<file path="config.mk">
export PLATFORM = sky130hd
export DESIGN_NAME = ddr5_cmd_scheduler
export DESIGN_NICKNAME = d
export VERILOG_FILES = /design/src/rtl/ddr5_sched_pkg.sv /design/src/rtl/sched_req_fifo.sv /design/src/rtl/ddr5_cmd_scheduler.sv
export SDC_FILE = /design/constraint.sdc
export NUM_CORES = 1
export LEC_CHECK = 0
export ABC_AREA = 1
export BUFFER_PORTS_ARGS = -buffer_cell sky130_fd_sc_hd__buf_4
export CORE_MARGIN = 5
export CORE_UTILIZATION = 40
export DETAILED_ROUTE_END_ITERATION = 8
export SLEW_MARGIN = 40
export SYNTH_ARGS = -nofsm -noshare
export SYNTH_HDL_FRONTEND = slang
export SYNTH_SLANG_ARGS = --single-unit
</file>
<file path="constraint.sdc">
create_clock -name clk -period 2.8 [get_ports clk]
set_input_delay 0.42 -clock clk [delete_from_list [all_inputs] [get_ports clk]]
set_output_delay 0.42 -clock clk [all_outputs]
set_load 0.03 [all_outputs]
</file>
<file path="src/rtl/ddr5_sched_pkg.sv">
// Shared types and constants for the DDR5 command scheduler.
// Latency: n/a (declarations only).
// Backpressure: n/a.
package ddr5_sched_pkg;

  // Command codes as seen by the output writer
  typedef enum logic [2:0] {
    ACT0 = 3'd0,
    ACT1 = 3'd1,
    RD0  = 3'd2,
    RD1  = 3'd3,
    WR0  = 3'd4,
    WR1  = 3'd5,
    PRE  = 3'd6
  } cmd_code_t;

  // Request opcodes from the trace front end; OP_ILLEGAL is swallowed at the input
  typedef enum logic [1:0] {
    OP_RD      = 2'd0,
    OP_WR      = 2'd1,
    OP_IFETCH  = 2'd2,
    OP_ILLEGAL = 2'd3
  } req_op_t;

  // Physical address layout
  localparam int ADDR_W   = 34;
  localparam int ROW_LSB  = 18;
  localparam int ROW_W    = 16;
  localparam int BANK_LSB = 10;
  localparam int BANK_W   = 2;
  localparam int BG_LSB   = 7;
  localparam int BG_W     = 3;
  localparam int COLH_LSB = 12;
  localparam int COLH_W   = 6;
  localparam int COLL_LSB = 2;
  localparam int COLL_W   = 4;

  // Default timing in DRAM clock cycles
  localparam int DEF_QDEPTH = 16;
  localparam int DEF_T_RCD  = 39;
  localparam int DEF_T_RAS  = 76;
  localparam int DEF_T_RTP  = 18;
  localparam int DEF_T_WRP  = 76;
  localparam int DEF_T_RP   = 39;

  typedef struct packed {
    req_op_t           op;
    logic [ADDR_W-1:0] addr;
  } req_entry_t;

  function automatic logic [7:0] max8(input logic [7:0] a, input logic [7:0] b);
    return (a > b) ? a : b;
  endfunction

endpackage

</file>
<file path="src/rtl/sched_req_fifo.sv">
// In-order request queue holding decoded requests for the scheduler FSM.
// Latency: written entry is visible at the head one cycle after the push edge.
// Backpressure: writes while full and reads while empty are ignored; caller gates with count.
module sched_req_fifo
  import ddr5_sched_pkg::*;
#(
  parameter int DEPTH = 16
) (
  input  logic                     clk,
  input  logic                     rst,
  input  logic                     wr_en_i,
  input  req_entry_t               wr_dat_i,
  input  logic                     rd_en_i,
  output req_entry_t               rd_dat_o,
  output logic                     empty_o,
  output logic [$clog2(DEPTH):0]   count_o
);

  localparam int AW = $clog2(DEPTH);
  localparam logic [AW:0] FULL_CNT = (AW+1)'(DEPTH);

  req_entry_t    mem_q [DEPTH];
  logic [AW-1:0] wr_ptr_q, wr_ptr_d;
  logic [AW-1:0] rd_ptr_q, rd_ptr_d;
  logic [AW:0]   count_q, count_d;
  logic          do_wr, do_rd;

  assign do_wr = wr_en_i && (count_q != FULL_CNT);
  assign do_rd = rd_en_i && (count_q != '0);

  // Pointer and occupancy next-state; pointers wrap naturally at a power-of-two depth
  always_comb begin
    wr_ptr_d = wr_ptr_q;
    rd_ptr_d = rd_ptr_q;
    count_d  = count_q;
    if (do_wr) wr_ptr_d = wr_ptr_q + 1'b1;
    if (do_rd) rd_ptr_d = rd_ptr_q + 1'b1;
    case ({do_wr, do_rd})
      2'b10:   count_d = count_q + 1'b1;
      2'b01:   count_d = count_q - 1'b1;
      default: ;
    endcase
  end

  // Pointer and occupancy registers
  always_ff @(posedge clk) begin
    if (rst) begin
      wr_ptr_q <= '0;
      rd_ptr_q <= '0;
      count_q  <= '0;
    end else begin
      wr_ptr_q <= wr_ptr_d;
      rd_ptr_q <= rd_ptr_d;
      count_q  <= count_d;
    end
  end

  // Storage array; contents are don't-care until written, so no reset
  always_ff @(posedge clk) begin
    if (do_wr) mem_q[wr_ptr_q] <= wr_dat_i;
  end

  assign rd_dat_o = mem_q[rd_ptr_q];
  assign empty_o  = (count_q == '0);
  assign count_o  = count_q;

endmodule

</file>
<file path="src/rtl/ddr5_cmd_scheduler.sv">
// Closed-page DDR5 scheduler: expands each queued request into ACT0/ACT1, RD/WR pair, PRE.
// Latency: ACT0 one cycle after a push into an idle scheduler; CAS at ACT0+T_RCD.
// Backpressure: req_ready low while the queue holds QDEPTH entries.
module ddr5_cmd_scheduler
  import ddr5_sched_pkg::*;
#(
  parameter int QDEPTH = DEF_QDEPTH,
  parameter int T_RCD  = DEF_T_RCD,
  parameter int T_RAS  = DEF_T_RAS,
  parameter int T_RTP  = DEF_T_RTP,
  parameter int T_WRP  = DEF_T_WRP,
  parameter int T_RP   = DEF_T_RP
) (
  input  logic                      clk,
  input  logic                      rst,
  input  logic                      req_valid,
  output logic                      req_ready,
  input  logic [1:0]                req_op,
  input  logic [ADDR_W-1:0]         req_addr,
  output logic                      cmd_valid,
  output logic [2:0]                cmd_code,
  output logic [BG_W-1:0]           cmd_bg,
  output logic [BANK_W-1:0]         cmd_bank,
  output logic [ROW_W-1:0]          cmd_row,
  output logic [COLH_W+COLL_W-1:0]  cmd_col,
  output logic [63:0]               cmd_cycle,
  output logic [$clog2(QDEPTH):0]   q_count,
  output logic                      busy
);

  localparam int CW = $clog2(QDEPTH) + 1;
  localparam logic [CW-1:0] FULL_CNT = CW'(QDEPTH);

  typedef enum logic [3:0] {
    ST_IDLE, ST_ACT0, ST_ACT1, ST_WAIT_RCD, ST_CAS0, ST_CAS1,
    ST_WAIT_PRE, ST_PRE, ST_WAIT_RP
  } state_t;

  state_t            state_q, state_d;
  logic [7:0]        tmr_q, tmr_d;     // tRCD / tRP countdown
  logic [7:0]        gate_q, gate_d;   // cycles left before PRE is legal
  logic [ADDR_W-1:0] act_addr_q, act_addr_d;
  logic [63:0]       cycle_q, cycle_d;

  req_entry_t        head;
  logic              fifo_empty;
  logic [CW-1:0]     fifo_count;
  logic              push, wr_en, pop, have_req, head_is_wr;
  cmd_code_t         code_sel;
  logic [ADDR_W-1:0] src_addr;
  logic              unused_addr_bits;

  // Illegal ops are handshaken but never enter the queue
  assign push       = req_valid && req_ready;
  assign wr_en      = push && (req_op_t'(req_op) != OP_ILLEGAL);
  assign pop        = (state_q == ST_CAS1);
  assign head_is_wr = (head.op == OP_WR);
  // A request being written this edge is already head by the next cycle, so it can start ACT0 then
  assign have_req   = !fifo_empty || wr_en;

  sched_req_fifo #(.DEPTH(QDEPTH)) u_fifo (
    .clk      (clk),
    .rst      (rst),
    .wr_en_i  (wr_en),
    .wr_dat_i ('{op: req_op_t'(req_op), addr: req_addr}),
    .rd_en_i  (pop),
    .rd_dat_o (head),
    .empty_o  (fifo_empty),
    .count_o  (fifo_count)
  );

  assign req_ready = (fifo_count != FULL_CNT);
  assign q_count   = fifo_count;
  assign busy      = (state_q != ST_IDLE) || !fifo_empty;
  assign cmd_cycle = cycle_q;

  // FSM state register
  always_ff @(posedge clk) begin
    if (rst) state_q <= ST_IDLE;
    else     state_q <= state_d;
  end

  // FSM next state; tRP expiry chains straight into the next ACT0 when work is waiting
  always_comb begin
    state_d = state_q;
    case (state_q)
      ST_IDLE:     if (have_req) state_d = ST_ACT0;
      ST_ACT0:     state_d = ST_ACT1;
      ST_ACT1:     state_d = ST_WAIT_RCD;
      ST_WAIT_RCD: if (tmr_q <= 8'd1) state_d = ST_CAS0;
      ST_CAS0:     state_d = ST_CAS1;
      ST_CAS1:     state_d = ST_WAIT_PRE;
      ST_WAIT_PRE: if (gate_q <= 8'd1) state_d = ST_PRE;
      ST_PRE:      state_d = ST_WAIT_RP;
      ST_WAIT_RP:  if (tmr_q <= 8'd1) state_d = have_req ? ST_ACT0 : ST_IDLE;
      default:     state_d = ST_IDLE;
    endcase
  end

  // FSM outputs; PRE addresses the row opened at ACT0 since the entry is gone by then
  always_comb begin
    cmd_valid = 1'b0;
    code_sel  = ACT0;
    src_addr  = '0;
    case (state_q)
      ST_ACT0: begin cmd_valid = 1'b1; code_sel = ACT0; src_addr = head.addr; end
      ST_ACT1: begin cmd_valid = 1'b1; code_sel = ACT1; src_addr = head.addr; end
      ST_CAS0: begin cmd_valid = 1'b1; code_sel = head_is_wr ? WR0 : RD0; src_addr = head.addr; end
      ST_CAS1: begin cmd_valid = 1'b1; code_sel = head_is_wr ? WR1 : RD1; src_addr = head.addr; end
      ST_PRE:  begin cmd_valid = 1'b1; code_sel = PRE;  src_addr = act_addr_q; end
      default: ;
    endcase
  end

  assign cmd_code = code_sel;
  assign cmd_bg   = src_addr[BG_LSB +: BG_W];
  assign cmd_bank = src_addr[BANK_LSB +: BANK_W];
  assign cmd_row  = src_addr[ROW_LSB +: ROW_W];
  assign cmd_col  = {src_addr[COLH_LSB +: COLH_W], src_addr[COLL_LSB +: COLL_W]};
  assign unused_addr_bits = ^{src_addr[6], src_addr[1:0]};

  // Timer next state: counters hold remaining cycles (minus one) so a compare against 1 exits on time
  always_comb begin
    tmr_d      = (tmr_q  != 8'd0) ? tmr_q  - 8'd1 : 8'd0;
    gate_d     = (gate_q != 8'd0) ? gate_q - 8'd1 : 8'd0;
    act_addr_d = act_addr_q;
    cycle_d    = cycle_q + 64'd1;
    case (state_q)
      ST_ACT0: begin
        tmr_d      = 8'(T_RCD - 1);
        gate_d     = 8'(T_RAS - 1);
        act_addr_d = head.addr;
      end
      ST_CAS0: gate_d = max8(gate_q, head_is_wr ? 8'(T_WRP) : 8'(T_RTP)) - 8'd1;
      ST_PRE:  tmr_d  = 8'(T_RP - 1);
      default: ;
    endcase
  end

  // Timer, latched-address and cycle-stamp registers
  always_ff @(posedge clk) begin
    if (rst) begin
      tmr_q      <= '0;
      gate_q     <= '0;
      act_addr_q <= '0;
      cycle_q    <= '0;
    end else begin
      tmr_q      <= tmr_d;
      gate_q     <= gate_d;
      act_addr_q <= act_addr_d;
      cycle_q    <= cycle_d;
    end
  end

endmodule

</file>
==> results of run 1 <==
-- power groups by stage --
stage	clock [mW]	sequential, mW	combinational [mW]
6_report	9.80	11.2	6.50
5_1_grt	10.4	11.2	7.00
4_1_cts	9.95	11.2	5.76
3_5_place_dp	0	11.4	4.99
3_3_place_gp	0	11.4	4.87
2_1_floorplan	0	11.4	3.09
-- layer usage --
layer  part of all wire  track usage
met1               0.42        0.283
met2               0.49        0.363
met3              0.075       0.0403
met4              0.022       0.0652
met5            0.00027            0
-- registers in the layout (all words and copies together), names as in the netlist, named ones only --
signal	cells
tmr_q	8
u_fifo.rd_ptr_q	4
state_q	4
act_addr_q	31
u_fifo.wr_ptr_q	4
cmd_cycle	64
u_fifo.mem_q	528
gate_q	8
u_fifo.count_o	5
-- layout by cell type, fill, tap and decap left out, types with 9 or more instances in the layout --
cell	instances
sky130_fd_sc_hd__a21oi_1	91
sky130_fd_sc_hd__buf_12	36
sky130_fd_sc_hd__buf_16	33
sky130_fd_sc_hd__buf_4	201
sky130_fd_sc_hd__buf_6	31
sky130_fd_sc_hd__clkbuf_1	21
sky130_fd_sc_hd__clkbuf_16	89
sky130_fd_sc_hd__dfxtp_1	128
sky130_fd_sc_hd__edfxtp_1	528
sky130_fd_sc_hd__ha_1	16
sky130_fd_sc_hd__inv_1	198
sky130_fd_sc_hd__inv_2	14
sky130_fd_sc_hd__nand2_1	162
sky130_fd_sc_hd__nand2_2	26
sky130_fd_sc_hd__nand3_1	59
sky130_fd_sc_hd__nand3_2	10
sky130_fd_sc_hd__nand4_1	9
sky130_fd_sc_hd__nor2_1	338
sky130_fd_sc_hd__nor2_2	17
sky130_fd_sc_hd__nor2_4	31
sky130_fd_sc_hd__nor3_1	60
sky130_fd_sc_hd__nor4_1	11
sky130_fd_sc_hd__o211ai_1	35
sky130_fd_sc_hd__o21ai_0	195
sky130_fd_sc_hd__o21ai_1	147
sky130_fd_sc_hd__o21ai_2	52
sky130_fd_sc_hd__o221ai_1	84
sky130_fd_sc_hd__o22ai_1	24
sky130_fd_sc_hd__o22ai_2	9
-- what timing repair did --
item | in CTS | in global routing
setup endpoints to repair | 35 | 42
pin swaps | 60 | 94
cloned | 27 | 19
resized for setup | 174 | 210
setup buffers | 35 | 18
-- metrics by stage --
stage                     total power, mW  hold slack [ns]  setup WS, ns  utilization  instances
after global placement               16.2            0.434        -0.130        0.443       3449
after detailed placement             16.4            0.450        -0.182        0.443       3449
after CTS                            26.9           0.0509        -0.253        0.501       3644
after global routing                 28.6           0.0907        -0.371        0.517       3677
final                                27.5           0.0888        -0.268        0.517       3679
after floorplan                      14.4            0.417        -0.367            -       2471
-- final cells by class --
cell class / count / share of cell area
diodes: 2 / 0.000142
clock buffers: 101 / 0.0567
clock inverters: 32 / 0.0132
inverters: 217 / 0.0237
multi-input cells: 1461 / 0.236
flip-flops and latches: 660 / 0.524
well taps: 882 / 0.0313
repair buffers: 323 / 0.114
repair inverters: 1 / 0.000177
-- worst reg2reg max path, stage by stage, from the launching register on --
cell	delay, ns
sky130_fd_sc_hd__dfxtp_4	0.49
sky130_fd_sc_hd__buf_6	0.14
sky130_fd_sc_hd__nand2_1	0.06
sky130_fd_sc_hd__nand2_1	0.06
sky130_fd_sc_hd__nand2_1	0.06
sky130_fd_sc_hd__nand3_2	0.09
sky130_fd_sc_hd__nand3_4	0.08
sky130_fd_sc_hd__nand2_4	0.11
sky130_fd_sc_hd__inv_4	0.04
sky130_fd_sc_hd__ha_4	0.25
sky130_fd_sc_hd__nand2_2	0.06
sky130_fd_sc_hd__nor3_4	0.19
sky130_fd_sc_hd__nand2_1	0.08
sky130_fd_sc_hd__nand3_2	0.08
sky130_fd_sc_hd__nand2_4	0.07
sky130_fd_sc_hd__nand2_2	0.08
sky130_fd_sc_hd__inv_2	0.04
sky130_fd_sc_hd__a21oi_2	0.10
sky130_fd_sc_hd__ha_2	0.20
sky130_fd_sc_hd__nand3_2	0.10
sky130_fd_sc_hd__nor2_4	0.15
sky130_fd_sc_hd__nand2_1	0.06
sky130_fd_sc_hd__nand2_1	0.07
sky130_fd_sc_hd__nand3_2	0.06
sky130_fd_sc_hd__a21oi_2	0.14
-- worst max path at each step --
stage	from	to	slack, ns
after floorplan	u_fifo.count_o[1]$_SDFFE_PP0P_	u_fifo.mem_q[11][10]$_DFFE_PP_	-0.37
after global placement	register	gate_q[4]$_SDFF_PP0_	-0.13
after detailed placement	register	gate_q[6]$_SDFF_PP0_	-0.18
after CTS	register	cmd_row[0]	-0.25
after global routing	register	gate_q[4]$_SDFF_PP0_	-0.37
final	register	cmd_row[6]	-0.27
-- cell families (layout without fill, tap and decap cells) --
group                      count (synthesis)  after routing  share of synthesized area
DFF                                      660            660                      0.675
xor gates and xnor gates                  15             15                    0.00480
other                                      0              2                          0
AOI/OAI and AO/OA                        667            667                      0.141
and+or+nand+nor                          757            757                      0.120
adders and majority gates                 22             22                     0.0103
buffers and inverters                    350            674                     0.0485
==> impl_summary.txt, run 1 <==
----------------------------------------------------
[Logic synthesis]
  Number of distinct library cell variants in the gate-level netlist after synthesis ... 51
  Synthesis Warnings ... 0
  Post-synthesis instance total ... 2471
  Area share of the largest cell type after synthesis ... 0.579
  Flip-flop cell with the highest count after synthesis ... sky130_fd_sc_hd__edfxtp_1
  Number of flops mapped to enable cells by yosys ... around 530
  Register area share after synthesis ... 0.675
  Cell types with the highest counts after synthesis ... sky130_fd_sc_hd__edfxtp_1 (528), sky130_fd_sc_hd__nor2_1 (381), sky130_fd_sc_hd__o21ai_0 (328), sky130_fd_sc_hd__inv_1 (201), sky130_fd_sc_hd__nand2_1 (190)
  Total standard cell area after synthesis ... 0.0274 sq mm
  Register bit count reported by yosys ... 660
  Cell with the most instances after synthesis ... sky130_fd_sc_hd__edfxtp_1
  Synth async-reset ratio ... 0
  Synth area leader ... sky130_fd_sc_hd__edfxtp_1
  Top area cells in the synthesized netlist ... sky130_fd_sc_hd__edfxtp_1 (58%), sky130_fd_sc_hd__dfxtp_1 (9.6%), sky130_fd_sc_hd__o21ai_0 (6.0%)
  Synth Area per Inst ... between 10 and 15 sq um
  Nets in the synthesized netlist ... 2532

[Hold path]
  Endpoint of the worst hold-timing path ... u_fifo.mem_q[14][10]$_DFFE_PP_
  Worst hold path startpoint ... req_addr[10]
  Cell count of the worst hold path ... 1
  Worst hold path type ... input pin to register

[Power]
  Leak Pwr ... between 10 and 15 nW
  Switching power of the nets ... 8.18 mW
  Switching share of power ... 0.297
  Pwr Density ... 779 mW/mm^2
  Part of the power in combinational logic ... 0.236
  Max VDD drop ... 0.536 mV
  Sequential power share ... 0.407
  Internal Pwr Total ... 19.3 mW
  Fraction of power consumed by the clock network ... 0.356

[STA]
  Setup Skew ... 0.0303 ns
  Max-Slew Margin vs Limit ... 0.538
  Setup violations, final ... 34
  Minimum clock period ... 3.07 ns
  Crit share post-route ... 1.10
  FMAX ... 0.326 GHz
  Pin slew with the least headroom to its limit ... 0.693 ns
  Unrepaired setup endpoints after global routing ... true
  Worst setup slack after layout ... -0.268 ns
  Aggregate negative setup slack ... -5.56 ns
  Number of endpoints with negative hold slack in the final report ... 0
  Number of pins exceeding their max-slew limit in the final report ... 0

[Floorplanning]
  Starting density of the core ... 0.402
  Die Span Y ... around 270 um
  Die W ... 272 um
  IO Pins ... ~150
  Placeable core region ... 0.0682 sq mm
  Number of core rows ... 96
  Die footprint ... 0.0738 sq mm

[Detailed routing]
  Routed Wire Length ... 83900 um
  Drt via density ... 5.67
  Total iterations of the first detailed-routing run ... 7
  Number of remaining DRC errors ... 0
  Total number of vias ... 20900
  Number of nets with antenna violations after detailed routing ... 0
  Initial DRC Count ... 2214
  Average wire length per cell after detail routing ... 22.8 um

[Clocking]
  Clk sink count ... 660
  Clk root buf ... sky130_fd_sc_hd__clkbuf_16
  Total CTS buffers ... 72
  Number of H-tree levels ... 3
  Reg clk slew, reported paths ... about 0.060 ns
  Cts-stage hold buffer count ... 0
  Clock tree from TritonCTS ... built
  Longest Clk Path Bufs ... 3
  Latest clock arrival within the worst-skew pair ... roughly 0.64 ns

[Global route]
  Vias in the first global route ... 20100
  Number of antenna violations at the first check in global routing ... 4
  Global route total overflow ... 0
  Maximum number of pins on one net before global-route repair ... 87
  Overall global routing resource usage ... 0.215
  Wire length of the first global-routing pass ... around 120000 um

[Cells and area]
  Final Net Count ... 2797
  Fraction of final layout cells sized beyond drive strength 1 ... 0.229
  Final standard cell area without fillers ... 0.0353 sq mm
  Area taken by flip-flops and latches ... about 0.019 sq mm
  Multi-input logic area ... 0.00834 sq mm
  Layout area overhead ... 28.9%
  Filler Cells Inserted ... 5766

[Worst setup path]
  Endpoint of the worst register-to-register path ... gate_q[6]$_SDFF_PP0_
  Critical path arrival ... 2.65 ns
  Depth of the worst register-to-register path ... 24
  Top cell by count, worst path ... sky130_fd_sc_hd__buf_6
  Critical Path Max Stage Delay ... 0.38 ns
  Kind of critical path ... register to output port
  List of cells traversed by the critical path ... buf_6, buf_16, buf_6, buf_6, nor2_1, o221ai_2, o211ai_1, nand2_2, o21ai_1, o21ai_1, buf_4
  Standard cell with the maximum stage delay on the critical path ... sky130_fd_sc_hd__dfxtp_4
  R2r setup slk ... -0.14 ns
  Gate family responsible for the most delay along the worst path ... buffers and inverters
  Critical path buffers and inverters ... 5
  Worst path required time ... approximately 2.4 ns
  Type of element capturing the critical path ... output port
  Logic depth of the worst setup path including buffers ... 11
  Maximum fanout along the worst path ... 9
  Kind of launch point of the worst setup path ... register

[Place]
  Half-perimeter wire length after detailed placement ... 43800 um
  Port buffer count ... about 140
  DP Area ... 0.0302 sq mm
  Final estimated routing congestion in global placement ... 0.875

[Job]
  Max Cap Viol ... 0

[Outcome]
  Violations in the final reports ... negative setup slack
  Result of the run ... finished with violations

----------------------------------------------------
Power figures use the tool's default switching activity.
==> inputs of run 2 (changes only) <==
--- a/config.mk
+++ b/config.mk
@@ -7,9 +7,12 @@
 export LEC_CHECK = 0
 export ABC_AREA = 1
 export BUFFER_PORTS_ARGS = -buffer_cell sky130_fd_sc_hd__buf_4
+export CELL_PAD_IN_SITES_DETAIL_PLACEMENT = 0
+export CELL_PAD_IN_SITES_GLOBAL_PLACEMENT = 1
 export CORE_MARGIN = 5
-export CORE_UTILIZATION = 40
+export CORE_UTILIZATION = 44
 export DETAILED_ROUTE_END_ITERATION = 8
+export PLACE_DENSITY_LB_ADDON = 0.1
 export SLEW_MARGIN = 40
 export SYNTH_ARGS = -nofsm -noshare
 export SYNTH_HDL_FRONTEND = slang
==> run 2 against run 1 <==
Against the previous run: the flow still finishes with violations (negative setup slack); critical path depth unchanged; clock skew down 0.0095 ns; combinational power down 1%; sequential power about the same; worst hold slack about the same; non-clock buffer count up 1; via count down 1.8%; final cell count down 1.3%; register-to-register slack worse by 0.11 ns; critical path type unchanged; critical endpoint is now cmd_col[3].
==> impl_summary.txt, run 2 (same netlist as run 1, synthesis figures left out) <==
----------------------------------------------------
[STA]
  Crit share post-route ... 1.11 (was 1.10)
  Minimum clock period ... 3.10 ns (was 3.07 ns)
  Setup violations, final ... 36 (was 34)
  FMAX ... 0.323 GHz (was 0.326 GHz)
  Final hold slack ... 0.0892 ns (was 0.0888 ns)
  Number of endpoints with negative hold slack in the final report ... 0 (unchanged)
  Worst setup slack after layout ... -0.299 ns (was -0.268 ns)
  Setup Skew ... 0.0207 ns (was 0.0303 ns)
  Unrepaired setup endpoints after global routing ... true (unchanged)
  Number of pins exceeding their max-slew limit in the final report ... 0 (unchanged)
  Max-Slew Margin vs Limit ... 0.535 (was 0.538)
  Pin slew with the least headroom to its limit ... 0.697 ns (was 0.693 ns)

[Floorplanning]
  IO Pins ... 145 (unchanged)
  Die W ... 260 um (was 272 um)
  Placeable core region ... 0.0617 sq mm (was 0.0682 sq mm)
  Die footprint ... 0.0673 sq mm (was 0.0738 sq mm)
  Die Span Y ... 260 um (was 272 um)
  Number of core rows ... 91 (was 96)
  Starting density of the core ... 0.444 (was 0.402)

[Worst setup path]
  Critical Path Max Stage Delay ... 0.45 ns (was 0.38 ns)
  Critical path arrival ... 2.68 ns (was 2.65 ns)
  Critical path buffers and inverters ... 5 (unchanged)
  Worst path required time ... 2.38 ns (about the same)
  Gate family responsible for the most delay along the worst path ... buffers and inverters (unchanged)
  Kind of launch point of the worst setup path ... register (unchanged)
  Standard cell with the maximum stage delay on the critical path ... sky130_fd_sc_hd__dfxtp_4 (unchanged)
  Type of element capturing the critical path ... output port (unchanged)
  List of cells traversed by the critical path ... buf_8, buf_12, buf_12, buf_16, o21ai_2, o221ai_1, o211ai_1, nand2_2, o21ai_1, o21ai_1, buf_4 (was buf_6, buf_16, buf_6, buf_6, nor2_1, o221ai_2, o211ai_1, nand2_2, o21ai_1, o21ai_1, buf_4)
  Kind of critical path ... register to output port (unchanged)
  Maximum fanout along the worst path ... 6 (was 9)

[Cells and area]
  Most frequent cells in the layout ... sky130_fd_sc_hd__edfxtp_1 (528), sky130_fd_sc_hd__nor2_1 (354), sky130_fd_sc_hd__inv_1 (199), sky130_fd_sc_hd__buf_4 (194), sky130_fd_sc_hd__o21ai_0 (192) (was sky130_fd_sc_hd__edfxtp_1 (528), sky130_fd_sc_hd__nor2_1 (338), sky130_fd_sc_hd__buf_4 (201), sky130_fd_sc_hd__inv_1 (198), sky130_fd_sc_hd__o21ai_0 (195))
  Filler Cells Inserted ... 5205 (was 5766)
  Layout area overhead ... 28.1% (was 28.9%)
  Max reg flops ... 528 (unchanged)
  Final Net Count ... 2798 (was 2797)
  Antenna diode count ... 0 (was 2)
  Fraction of final layout cells sized beyond drive strength 1 ... 0.215 (was 0.229)
  Multi-input logic area ... 0.00823 sq mm (was 0.00834 sq mm)
  Most common cell after layout, fill and taps aside ... sky130_fd_sc_hd__edfxtp_1 (unchanged)
  Area taken by flip-flops and latches ... 0.0185 sq mm (about the same)
  Largest reg by FF count ... u_fifo.mem_q (unchanged)
  Post-route insts no fill ... 3630 (was 3679)

[Clocking]
  Latest clock arrival within the worst-skew pair ... 0.63 ns (was 0.64 ns)
  Total CTS buffers ... 72 (unchanged)
  Clk sink count ... 660 (unchanged)
  Clk root buf ... sky130_fd_sc_hd__clkbuf_16 (unchanged)
  Longest Clk Path Bufs ... 3 (unchanged)
  Clock tree from TritonCTS ... built (unchanged)
  Reg clk slew, reported paths ... 0.06 ns (about the same)
  Number of H-tree levels ... 3 (unchanged)

[Place]
  Port buffer count ... 141 (unchanged)
  Half-perimeter wire length after detailed placement ... 46400 um (was 43800 um)
  Cell total after placement ... 3421 (was 3449)
  Final estimated routing congestion in global placement ... 0.817 (was 0.875)

[Detailed routing]
  Average wire length per cell after detail routing ... 23.5 um (was 22.8 um)
  Initial DRC Count ... 1941 (was 2214)
  Drt via density ... 5.64 (was 5.67)
  Number of nets with antenna violations after detailed routing ... 0 (unchanged)
  Total iterations of the first detailed-routing run ... 6 (was 7)
  Routed Wire Length ... 85200 um (was 83900 um)
  Total number of vias ... 20500 (was 20900)
  Number of remaining DRC errors ... 0 (unchanged)

[Power]
  Part of the power in combinational logic ... 0.239 (was 0.236)
  Leak Pwr ... 12.5 nW (about the same)
  Switching share of power ... 0.301 (was 0.297)
  Max VDD drop ... 0.569 mV (was 0.536 mV)
  Sequential power share ... 0.417 (was 0.407)
  Pwr Density ... 766 mW/mm^2 (was 779 mW/mm^2)
  Switching power of the nets ... 8.09 mW (was 8.18 mW)
  Internal Pwr Total ... 18.8 mW (was 19.3 mW)
  Fraction of power consumed by the clock network ... 0.345 (was 0.356)

[Global route]
  Overall global routing resource usage ... 0.233 (was 0.215)
  Number of antenna violations at the first check in global routing ... 0 (was 4)
  Wire length of the first global-routing pass ... 120000 um (was 122000 um)
  Vias in the first global route ... 19100 (was 20100)
  Global route total overflow ... 0 (unchanged)
  Maximum number of pins on one net before global-route repair ... 65 (was 87)

[Outcome]
  Violations in the final reports ... negative setup slack (unchanged)
  Result of the run ... finished with violations (unchanged)

[Hold path]
  Worst hold path type ... input pin to register (unchanged)

[Job]
  Max Cap Viol ... 0 (unchanged)

----------------------------------------------------
==> run 2: cell types whose count changed in the layout (fill, tap and decap cells not counted), moves of 6 or more <==
cell                        previous run  this run
sky130_fd_sc_hd__buf_12               36        56
sky130_fd_sc_hd__nor2_1              338       354
sky130_fd_sc_hd__buf_16               33        21
sky130_fd_sc_hd__clkinv_1              7        19
sky130_fd_sc_hd__o21ai_2              52        41
sky130_fd_sc_hd__clkbuf_16            89        99
sky130_fd_sc_hd__buf_6                31        22
sky130_fd_sc_hd__nor2_4               31        22
sky130_fd_sc_hd__o21ai_1             147       156
sky130_fd_sc_hd__buf_4               201       194
sky130_fd_sc_hd__nor2_2               17        10
sky130_fd_sc_hd__clkbuf_8              7         1
sky130_fd_sc_hd__o22ai_1              24        30
sky130_fd_sc_hd__o22ai_2               9         3
==> run 2: routing by layer <==
layer | track usage | wire length [um] | up-vias
met4 | 0.0633 | 2110 | 0
met1 | 0.319 | 36100 | 10100
met3 | 0.0344 | 6000 | 134
met5 | 0 | 0 | -
li1 | - | - | 9438
met2 | 0.392 | 41000 | 811
==> run 2: what timing repair did <==
action                     4_1_cts  5_1_grt
cloned                          12       34
pin swaps                       23      132
setup endpoints to repair       36       42
gates resized for setup         91      262
hold buffers                     0        0
buffers inserted                 8       27
hold endpoints to repair         0        0
==> run 2: power groups by stage <==
stage / Clock, mW / Sequential [mW] / Combinational, mW
6_report: 9.26 / 11.2 / 6.42
5_1_grt: 9.85 / 11.2 / 6.92
4_1_cts: 9.46 / 11.2 / 5.48
3_5_place_dp: 0 / 11.4 / 5.11
3_3_place_gp: 0 / 11.4 / 5.04
2_1_floorplan: 0 / 11.4 / 3.09
==> run 2: final cells by class <==
| class | instances | area share |
|---|---|---|
| Clock buffer | 94 | 0.0546 |
| Clock inverter | 36 | 0.0111 |
| Inverter | 217 | 0.0239 |
| Multi-Input combinational cell | 1461 | 0.235 |
| Sequential cell | 660 | 0.527 |
| Tap cell | 837 | 0.0298 |
| Timing Repair Buffer | 324 | 0.118 |
| Timing Repair inverter | 1 | 0.000856 |
==> run 2: metrics by stage <==
stage          worst slack, ns  TNS (ns)  area [sq um]  total power [mW]   util
2_1_floorplan           -0.367   -165.91         27400              14.4      -
3_5_place_dp            -0.139    -0.285         30500              16.5  0.494
4_1_cts                 -0.335     -8.92         33500              26.1  0.543
6_report                -0.299     -7.20         35100              26.9  0.569
5_1_grt                 -0.399    -11.49         35100              28.0  0.569
3_3_place_gp           -0.0640    -0.102         30500              16.4  0.494
==> run 2: path summary, 6_finish.rpt <==
check / slack, ns / endpoint / from / cells past startpoint
worst max register to register: -0.25 / gate_q[4]$_SDFF_PP0_ / register / 23
worst max-delay path: -0.30 / cmd_col[3] / register / 11
worst min-delay path: 0.09 / u_fifo.mem_q[7][18]$_DFFE_PP_ / req_addr[18] / 1
worst min register to register: 0.44 / tmr_q[0]$_SDFF_PP0_ / tmr_q[0]$_SDFF_PP0_ / 1
